**config.mk**
```make
export PLATFORM = sky130hd
export DESIGN_NAME = three_level_sequencer
export DESIGN_NICKNAME = d
export VERILOG_FILES = /design/src/rtl/three_level_sequencer.sv
export SDC_FILE = /design/constraint.sdc
export NUM_CORES = 1
export LEC_CHECK = 0
export CORE_MARGIN = 3
export CORE_UTILIZATION = 40
export DETAILED_ROUTE_END_ITERATION = 12
export SETUP_SLACK_MARGIN = 0.05
export SLEW_MARGIN = 0
export SYNTH_ARGS = -nofsm -noshare
export SYNTH_HDL_FRONTEND = slang
export SYNTH_SLANG_ARGS = --single-unit
```
**constraint.sdc**
```tcl
create_clock -name i_CLK -period 7 [get_ports i_CLK]
set_input_delay 1.05 -clock i_CLK [delete_from_list [all_inputs] [get_ports i_CLK]]
set_output_delay 1.05 -clock i_CLK [all_outputs]
set_load 0.005 [all_outputs]
```
**src/rtl/three_level_sequencer.sv**
```systemverilog
// Three-level full-bridge gate sequencer.
// The bridge steps through +1, 0, -1, 0 with programmable on, zero and
// dead-time durations. Both switches of a commutating leg are held off for
// the dead-time. Fault drops every gate at once; a stop request always
// releases the bridge from a zero state.
module three_level_sequencer #(
  parameter int CNT_W  = 16,
  parameter int DT_MIN = 2
) (
  input  logic             i_CLK,
  input  logic             i_RST,
  input  logic             i_EN,
  input  logic             i_FAULT,
  input  logic [CNT_W-1:0] i_T_ON,
  input  logic [CNT_W-1:0] i_T_ZERO,
  input  logic [CNT_W-1:0] i_DT,
  output logic [3:0]       o_MOSFET,
  output logic [31:0]      o_sigma,
  output logic             o_busy,
  output logic             o_period,
  output logic             o_fault
);

  typedef enum logic [3:0] {
    S_IDLE  = 4'd0,
    S_POS   = 4'd1,
    S_DT_PZ = 4'd2,
    S_ZERO1 = 4'd3,
    S_DT_ZN = 4'd4,
    S_NEG   = 4'd5,
    S_DT_NP = 4'd6,
    S_ZERO2 = 4'd7,
    S_DT_ZP = 4'd8,
    S_FAULT = 4'd9
  } state_t;

  localparam logic [CNT_W-1:0]  CNT_ONE  = CNT_W'(1);
  localparam logic [CNT_W-1:0]  DT_FLOOR = CNT_W'(DT_MIN);
  localparam logic signed [31:0] SIG_POS = 32'sd1;
  localparam logic signed [31:0] SIG_ZER = 32'sd0;
  localparam logic signed [31:0] SIG_NEG = -32'sd1;

  // Gate patterns: bit0/bit2 form leg A, bit1/bit3 form leg B.
  localparam logic [3:0] G_OFF  = 4'b0000;
  localparam logic [3:0] G_POS  = 4'b1001;
  localparam logic [3:0] G_BOFF = 4'b0001;
  localparam logic [3:0] G_ZERO = 4'b0011;
  localparam logic [3:0] G_AOFF = 4'b0010;
  localparam logic [3:0] G_NEG  = 4'b0110;

  // A timed state lasts max(v,1) clocks: the counter starts at that minus one.
  function automatic logic [CNT_W-1:0] load_cnt(input logic [CNT_W-1:0] v);
    return (v == '0) ? '0 : (v - CNT_ONE);
  endfunction

  // Dead-time is never shorter than the DT_MIN floor.
  function automatic logic [CNT_W-1:0] clamp_dt(input logic [CNT_W-1:0] v);
    return (v < DT_FLOOR) ? DT_FLOOR : v;
  endfunction

  function automatic logic [3:0] gates_of(input state_t s);
    logic [3:0] g;
    case (s)
      S_POS:   g = G_POS;
      S_DT_PZ: g = G_BOFF;
      S_ZERO1: g = G_ZERO;
      S_DT_ZN: g = G_AOFF;
      S_NEG:   g = G_NEG;
      S_DT_NP: g = G_AOFF;
      S_ZERO2: g = G_ZERO;
      S_DT_ZP: g = G_BOFF;
      default: g = G_OFF;
    endcase
    return g;
  endfunction

  // Dead-time states keep reporting the level that preceded them.
  function automatic logic signed [31:0] sigma_of(input state_t s);
    logic signed [31:0] v;
    case (s)
      S_POS, S_DT_PZ: v = SIG_POS;
      S_NEG, S_DT_NP: v = SIG_NEG;
      default:        v = SIG_ZER;
    endcase
    return v;
  endfunction

  state_t             state_q, state_d;
  logic [CNT_W-1:0]   cnt_q, cnt_d;
  logic [CNT_W-1:0]   ton_q, ton_d;
  logic [CNT_W-1:0]   tz_q, tz_d;
  logic [CNT_W-1:0]   dt_q, dt_d;
  logic               pos_entry_q, pos_entry_d;
  logic [3:0]         mosfet_q, mosfet_d;
  logic signed [31:0] sigma_q, sigma_d;
  logic               busy_q, busy_d;
  logic               period_q, period_d;
  logic               fault_q, fault_d;

  logic               expired;
  logic               go_pos;
  logic               dt_skip;
  logic [CNT_W-1:0]   dt_load;
  logic [CNT_W-1:0]   dec_cnt;

  // Sequence control: next state, down-counter and once-per-period timing latch.
  always_comb begin
    state_d     = state_q;
    cnt_d       = cnt_q;
    ton_d       = ton_q;
    tz_d        = tz_q;
    dt_d        = dt_q;
    pos_entry_d = 1'b0;
    go_pos      = 1'b0;
    expired     = (cnt_q == '0);
    dec_cnt     = cnt_q - CNT_ONE;
    dt_skip     = (clamp_dt(dt_q) == '0);
    dt_load     = load_cnt(clamp_dt(dt_q));

    if (i_FAULT) begin
      state_d = S_FAULT;
      cnt_d   = '0;
    end else begin
      case (state_q)
        S_IDLE: go_pos = i_EN;

        S_POS: begin
          if (!expired) begin
            cnt_d = dec_cnt;
          end else if (dt_skip) begin
            state_d = S_ZERO1;
            cnt_d   = load_cnt(tz_q);
          end else begin
            state_d = S_DT_PZ;
            cnt_d   = dt_load;
          end
        end

        S_DT_PZ: begin
          if (!expired) begin
            cnt_d = dec_cnt;
          end else begin
            state_d = S_ZERO1;
            cnt_d   = load_cnt(tz_q);
          end
        end

        S_ZERO1: begin
          if (!expired) begin
            cnt_d = dec_cnt;
          end else if (!i_EN) begin
            state_d = S_IDLE;
            cnt_d   = '0;
          end else if (dt_skip) begin
            state_d = S_NEG;
            cnt_d   = load_cnt(ton_q);
          end else begin
            state_d = S_DT_ZN;
            cnt_d   = dt_load;
          end
        end

        S_DT_ZN: begin
          if (!expired) begin
            cnt_d = dec_cnt;
          end else begin
            state_d = S_NEG;
            cnt_d   = load_cnt(ton_q);
          end
        end

        S_NEG: begin
          if (!expired) begin
            cnt_d = dec_cnt;
          end else if (dt_skip) begin
            state_d = S_ZERO2;
            cnt_d   = load_cnt(tz_q);
          end else begin
            state_d = S_DT_NP;
            cnt_d   = dt_load;
          end
        end

        S_DT_NP: begin
          if (!expired) begin
            cnt_d = dec_cnt;
          end else begin
            state_d = S_ZERO2;
            cnt_d   = load_cnt(tz_q);
          end
        end

        S_ZERO2: begin
          if (!expired) begin
            cnt_d = dec_cnt;
          end else if (!i_EN) begin
            state_d = S_IDLE;
            cnt_d   = '0;
          end else if (dt_skip) begin
            go_pos = 1'b1;
          end else begin
            state_d = S_DT_ZP;
            cnt_d   = dt_load;
          end
        end

        // The next positive half is already committed once DT_ZP is entered.
        S_DT_ZP: begin
          if (!expired) begin
            cnt_d = dec_cnt;
          end else begin
            go_pos = 1'b1;
          end
        end

        S_FAULT: begin
          if (!i_EN) begin
            state_d = S_IDLE;
          end
        end

        default: begin
          state_d = S_IDLE;
          cnt_d   = '0;
        end
      endcase
    end

    // New timings are captured only as a period begins.
    if (go_pos) begin
      state_d     = S_POS;
      cnt_d       = load_cnt(i_T_ON);
      ton_d       = i_T_ON;
      tz_d        = i_T_ZERO;
      dt_d        = i_DT;
      pos_entry_d = 1'b1;
    end
  end

  // Output decode one clock behind the state; a fault blanks the gates at once.
  always_comb begin
    mosfet_d = gates_of(state_q);
    sigma_d  = sigma_of(state_q);
    busy_d   = (state_q != S_IDLE) && (state_q != S_FAULT);
    period_d = pos_entry_q;
    fault_d  = fault_q;
    if ((state_q == S_FAULT) && (state_d == S_IDLE)) begin
      fault_d = 1'b0;
    end
    if (i_FAULT) begin
      mosfet_d = G_OFF;
      sigma_d  = SIG_ZER;
      period_d = 1'b0;
      fault_d  = 1'b1;
    end
  end

  // State, counter, latched timings and output registers.
  always_ff @(posedge i_CLK or negedge i_RST) begin
    if (!i_RST) begin
      state_q     <= S_IDLE;
      cnt_q       <= '0;
      ton_q       <= '0;
      tz_q        <= '0;
      dt_q        <= '0;
      pos_entry_q <= 1'b0;
      mosfet_q    <= G_OFF;
      sigma_q     <= SIG_ZER;
      busy_q      <= 1'b0;
      period_q    <= 1'b0;
      fault_q     <= 1'b0;
    end else begin
      state_q     <= state_d;
      cnt_q       <= cnt_d;
      ton_q       <= ton_d;
      tz_q        <= tz_d;
      dt_q        <= dt_d;
      pos_entry_q <= pos_entry_d;
      mosfet_q    <= mosfet_d;
      sigma_q     <= sigma_d;
      busy_q      <= busy_d;
      period_q    <= period_d;
      fault_q     <= fault_d;
    end
  end

  assign o_MOSFET = mosfet_q;
  assign o_sigma  = sigma_q;
  assign o_busy   = busy_q;
  assign o_period = period_q;
  assign o_fault  = fault_q;

endmodule

```
# --- Word-level counts from Yosys, hierarchy flattened ---
# Memories as Yosys holds them, arrays and structs flattened.
# Index checks and enable logic that the tools add are counted.
op_classes:
  n_addsub: 5
  n_mul: 0
  n_div: 0
  magnitude_cmp: 1
  eq_ne: 13
  shifts: 0
  n_mux: 48
  bitwise_logic: 0
  reduce_logical: 18
ops:
  columns: ["op", "count"]
  rows:
  - ["16-bit 2-to-1 mux", 17]
  - ["16-bit case mux with 7 select lines", 1]
  - ["16-bit zero test", 5]
  - ["16-bit by 1-bit subtractor with 16-bit output (second input constant)", 5]
  - ["32-bit case mux with 2 select lines", 1]
  - ["4-bit 2-to-1 mux", 13]
  - ["4-bit case mux with 9 select lines", 1]
  - ["32-bit 2-to-1 mux", 1]
  - ["4-bit by 3-bit equality test with 1-bit output (second input constant)", 4]
  - ["16-bit by 2-bit < comparator with 1-bit output (second input constant)", 1]
  - ["1-bit 2-to-1 mux", 12]
  - ["2-bit OR reduction", 6]
  - ["4-bit by 2-bit equality test with 1-bit output (second input constant)", 2]
  - ["4-bit equality test (second input constant)", 2]
  - ["4-bit zero test", 2]
  - ["4-bit inequality test (second input constant)", 2]
  - ["6-bit inequality test (second input constant)", 1]
  - ["4-bit by 1-bit equality test with 1-bit output (second input constant)", 1]
  - ["4-bit nonzero test", 1]
  - ["3-bit 2-to-1 mux", 1]
  - ["3-bit by 1-bit inequality test with 1-bit output (second input constant)", 1]
  - ["1-bit case mux with 3 select lines", 1]
  - ["3-bit AND reduction", 1]
  - ["1-bit logical AND", 2]
  - ["2-bit nonzero test", 1]
totals:
  register_bits: 108
  latch_bits: 0
  ram_bits: 0
  mem_bits_ro: 64
  input_bits: 52
  n_memories: 1
mem_list:
  columns: ["memory", "depth", "width", "rd", "rd_ports_with_merged_regs", "wr", "line_no", "source"]
  rows:
  - ["(no name shown)", 16, 4, 1, 0, 0, "63", "case (s)"]

# --- Longest topological paths before layout ---
depth:
  ltp_word: 13
  ltp_mapped: 12
  depth_no_buf: 10

# --- Least setup slack after synthesis ---
# No wires, ideal clock.
synth_timing:
  path_type: "flip-flop to flip-flop"
  from: "register dt_q[10]"
  to: "register cnt_q[1]"
  t_arrival_ns: 3.216
  required_ns: 6.870
  setup_slack_ns: 3.654
  stages_incl_launch_ff: 11
  period_less_slack_ns: 3.346
  path_cell_list: "dfrtp_1 -> or4_4 -> nand4b_1 -> o41ai_1 -> ha_1 -> and3_1 -> buf_2 -> mux2_2 -> a2111oi_0 -> a221o_1 -> o211ai_1"
synth_between:
  elab_chain_len: 10
synth_rtl:
  columns: ["item", "line_no", "source"]
  rows:
  - ["start, declared", "92", "logic [CNT_W-1:0] dt_q, dt_d;"]
  - ["start signal, assigned", "277", "dt_q <= dt_d;"]
  - ["16-bit by 2-bit < comparator with 1-bit output", "58", "return (v < DT_FLOOR) ? DT_FLOOR : v;"]
  - ["16-bit 2-to-1 mux *", "58", null]
  - ["branches (longest 8 deep; another with 16-bit by 1-bit subtractor with 16-bit output)", null, null]
  - ["end signal, assigned", "274", "cnt_q <= cnt_d;"]
  - ["end, declared", "89", "logic [CNT_W-1:0] cnt_q, cnt_d;"]
# Every way passes the cells marked *. The select of a mux whose other input is x is not followed.
# A chain may end at the register's enable or synchronous reset.

# --- Worst setup path in the final report ---
layout_timing:
  from: "register dt_q[10]"
  to: "register ton_q[6]"
layout_between:
  elab_chain_len: 8
layout_rtl:
  columns: ["item", "line_no", "source"]
  rows:
  - ["16-bit by 2-bit < comparator with 1-bit output", "58", null]
  - ["16-bit 2-to-1 mux *", "58", null]
  - ["16-bit zero test *", "117", "dt_skip = (clamp_dt(dt_q) == '0);"]
  - ["1-bit 2-to-1 mux *", "199", "end else if (dt_skip) begin"]
  - ["1-bit 2-to-1 mux *", "196", "end else if (!i_EN) begin"]
  - ["1-bit 2-to-1 mux *", "194", "if (!expired) begin"]
  - ["1-bit case mux with 3 select lines *", "124", "case (state_q)"]
  - ["1-bit 2-to-1 mux *", "120", "if (i_FAULT) begin"]
  - ["end signal, assigned", "275", "ton_q <= ton_d;"]
  - ["end, declared", "90", "logic [CNT_W-1:0] ton_q, ton_d;"]
# Mark *: on every way between the ends. The rest lies on a longest branch, timed or not.

==> impl_results.md <==
- Leakage power: 2.668 nW
- Placed cell area: 6895 um^2
- Synth top area cells: dfrtp_1, mux2_2, buf_4
- R2r endpoint: ton_q[6]$_DFFE_PN0N_
- Cell Area, Synth: 6095 um^2
- N_diodes: 0
- Placeable Area: 14,700 um^2
- Mapped Cells: 706
- Worst R2R Start: dt_q[10]$_DFFE_PN0N_
- Post-Route WL: 21,160 um
- Fill cells: 1,398
- Synth area leader: dfrtp_1
- Clock H-tree levels: 3
- Min-delay worst type: flip-flop to flip-flop
- CP max FO: 40
- Largest net degree at the start of global routing: 79
- Worst Skew: 0.005508 ns
- Worst path slowest cell: or4_4
- Most frequent cells in the layout: clkdlybuf4s50_1, dfrtp_1, nor2_1
- Clock tree root driver cell: clkbuf_16
- Worst path arrival time: 4.53 ns
- Sequential element share of the synthesized area: 32.03%
- Resized cells post-CTS: 0
- Post-route DRC: 0
- GRT Residual Overflow: 0
- Die ar.: 16,750 um^2
- Share of the synthesized area in the top cell type: 32.03%
- Layout Nets: 811
- Die width: 129.4 um
- Initial drt markers: 609
- Peak VDD IR: 0.1729 mV
- First-pass GRT wire length: 32,020 um
- Clock buffer depth: 2
- Final Hold Fails: 0
- Maxcap violations: 0
- CP bufs+invs: 1
- Die Y: 129.4 um
- Initial antenna violation count: 0
- Largest delay share family, worst path: compound AO/OA/AOI/OAI gates
- Async SR Flop Fraction: 100.0%
- HP Start: o_fault$_DFFE_PN0P_
- EDFF count, synth: 0
- Worst Hold End: o_fault$_DFFE_PN0P_
- Worst setup path class: flip-flop to flip-flop
- CP peak stage delay: 0.59 ns
- Synth Register Bits: 78
- Layout cells sized above 1: 8.621%
- RSZ-0062 raised after global routing: no
- Status: complete, no violations
- GP Congestion: 0.9637
- Commonest non-fill, non-tap cell in the layout: clkdlybuf4s50_1
- Final setup fails: 0
- Total GRT Usage: 25.29%
- Vias in the first global route: 5,474
- Hold-fix buffers, CTS: 0
- Dpl hpwl: 16,240 um
- Final Slew Violations: 0
- Boundary Pins: 91
- Wire per inst: 22.56 um
- Initial Utilization: 41.46%
- Fin crit period: 4.297 ns
- CTS tree: yes
- Setup slack, reg-to-reg: 2.70 ns
- Number of CTS-inserted buffers: 9
- Worst-case reg-to-reg path depth: 9
- Area grow syn2layout: 17.47%
- Vias per inst: 6.119
- Slew @ Worst Pin: 1.014 ns
- Final std cells w/o fill: 938
- Critical path required time: 7.24 ns
- Pwr Total: 2.883 mW
- Total number of vias: 5,740
- Crit. End Element: flip-flop
- Cells along the critical path: or4_4 > nand4b_1 > o41ai_1 > ha_1 > nand4_1 > a21o_1 > a21oi_4 > buf_4 > mux2_2
- Synthesized Nets: 766
- Synth Warn #: 0
- Ys flop type: dfrtp_1
- Post-route ant nets: 0
- CTS clk-pin slew, worst paths: 0.06 ns
- Slew HR: 32.39%
- Syn Area/Cell: 8.633 um^2
- Clock Sinks: 78
- Hold path cells: 1
- Final setup TNS: 0 ns
- Synth cell types: 69
- Pwr dens: 402.7 nW/um^2
- IO Port Bufs: 90
- Max Freq: 232.7 MHz
- Design area: 7159 um^2
- Startpoint types: flip-flop
- Placed cells: 924
- Period utilisation layout: 61.38%
- Pre-antenna DRT Iters: 7
- Clock latency on the worst-skew pair: 0.35 ns
- Setup bufs post-CTS: 0
- Rows: 44
state kept, by name, summed over array words and instances (netlist names):
name,flops
o_sigma,2
o_MOSFET,4
pos_entry_q,1
dt_q,16
tz_q,16
state_q,4
ton_q,16
cnt_q,16
o_fault,1
o_period,1
o_busy,1
cells by family after synthesis:
family          synth area share (%)
simple gates                   24.04
compound gates                 18.48
buf+inv                        7.616
flops                          32.03
xor+xnor                       7.185
mux                            8.848
fa+ha+maj                      1.807
metrics by stage:
| stage | setup slack, ns | util [%] | hold WS (ns) |
|---|---|---|---|
| 5_1_grt | 2.252 | 48.71 | 0.5029 |
| 3_3_place_gp | 2.917 | 46.91 | 0.4670 |
| 4_1_cts | 2.711 | 48.71 | 0.4828 |
| 6_report | 2.703 | 48.71 | 0.4821 |
| 2_1_floorplan | 3.654 | - | 0.4385 |
| 3_5_place_dp | 2.720 | 46.91 | 0.4697 |
cells in the mapped netlist (3+ instances only):
master,instances
dfrtp_1,78
nor2_1,62
nand2_1,54
nor3_1,39
o21ai_0,35
buf_4,34
a21oi_1,32
mux2_2,29
xnor2_1,29
xor2_1,21
clkbuf_1,20
inv_1,19
nand3_1,19
mux2_1,18
nor4_1,14
nand2b_1,13
o211ai_1,13
nand4_1,11
a31oi_1,9
o221ai_1,9
or3_1,9
a211oi_1,8
ha_1,8
nor3b_1,8
o31ai_1,8
nor2b_1,7
nor4b_1,7
or4_1,7
o21a_1,6
o311ai_0,6
buf_2,5
o22ai_1,5
a21boi_0,4
a22oi_1,4
o31a_1,4
a21o_1,3
a32oi_1,3
and2_1,3
and3_1,3
buf_6,3
nor4_4,3
per-layer routing:
layer	global-route usage [%]	up-vias	wire, um
li1	-	2667	-
met1	34.46	2808	9413
met2	40.95	234	9871
met3	3.462	31	1303
met4	9.719	0	572
met5	0	-	0
worst max path at each step:
stage,from,end,slack (ns),cells after the start
2_1_floorplan,dt_q[10]$_DFFE_PN0N_,cnt_q[1]$_DFFE_PN0P_,3.65,10
3_3_place_gp,dt_q[10]$_DFFE_PN0N_,ton_q[10]$_DFFE_PN0N_,2.92,9
3_5_place_dp,dt_q[10]$_DFFE_PN0N_,ton_q[6]$_DFFE_PN0N_,2.72,9
4_1_cts,dt_q[10]$_DFFE_PN0N_,ton_q[6]$_DFFE_PN0N_,2.71,9
5_1_grt,dt_q[6]$_DFFE_PN0N_,cnt_q[10]$_DFFE_PN0P_,2.25,10
6_report,dt_q[10]$_DFFE_PN0N_,ton_q[6]$_DFFE_PN0N_,2.70,9
cell type report:
cell class	instances	area (um^2)	share of cell area (%)
tap	184	230.2	3.216
multi-input combinational	546	3691	51.56
clock inverter	4	25.02	0.3495
clock buffer	10	239.0	3.338
timing repair buffer	97	950.9	13.28
sequential	78	1952	27.26
inverter	19	71.32	0.9962
worst reg2reg max path: cells and delay by family, from the launching register on:
family	cells	cell delay, ns
fa+ha+maj	1	0.34
mux	1	0.42
simple gates	3	1.06
compound gates	3	1.39
flops	1	0.43
buf+inv	1	0.52
power breakdown:
part | switching, mW | total [mW] | leakage, nW | internal, mW
logic | 0.969 | 1.58 | 1.56 | 0.608
clock network | 0.193 | 0.438 | 0.126 | 0.244
registers | 0.240 | 0.869 | 0.979 | 0.628
total | 1.40 | 2.88 | 2.67 | 1.48
No activity file was read; power rests on OpenSTA's default activity.
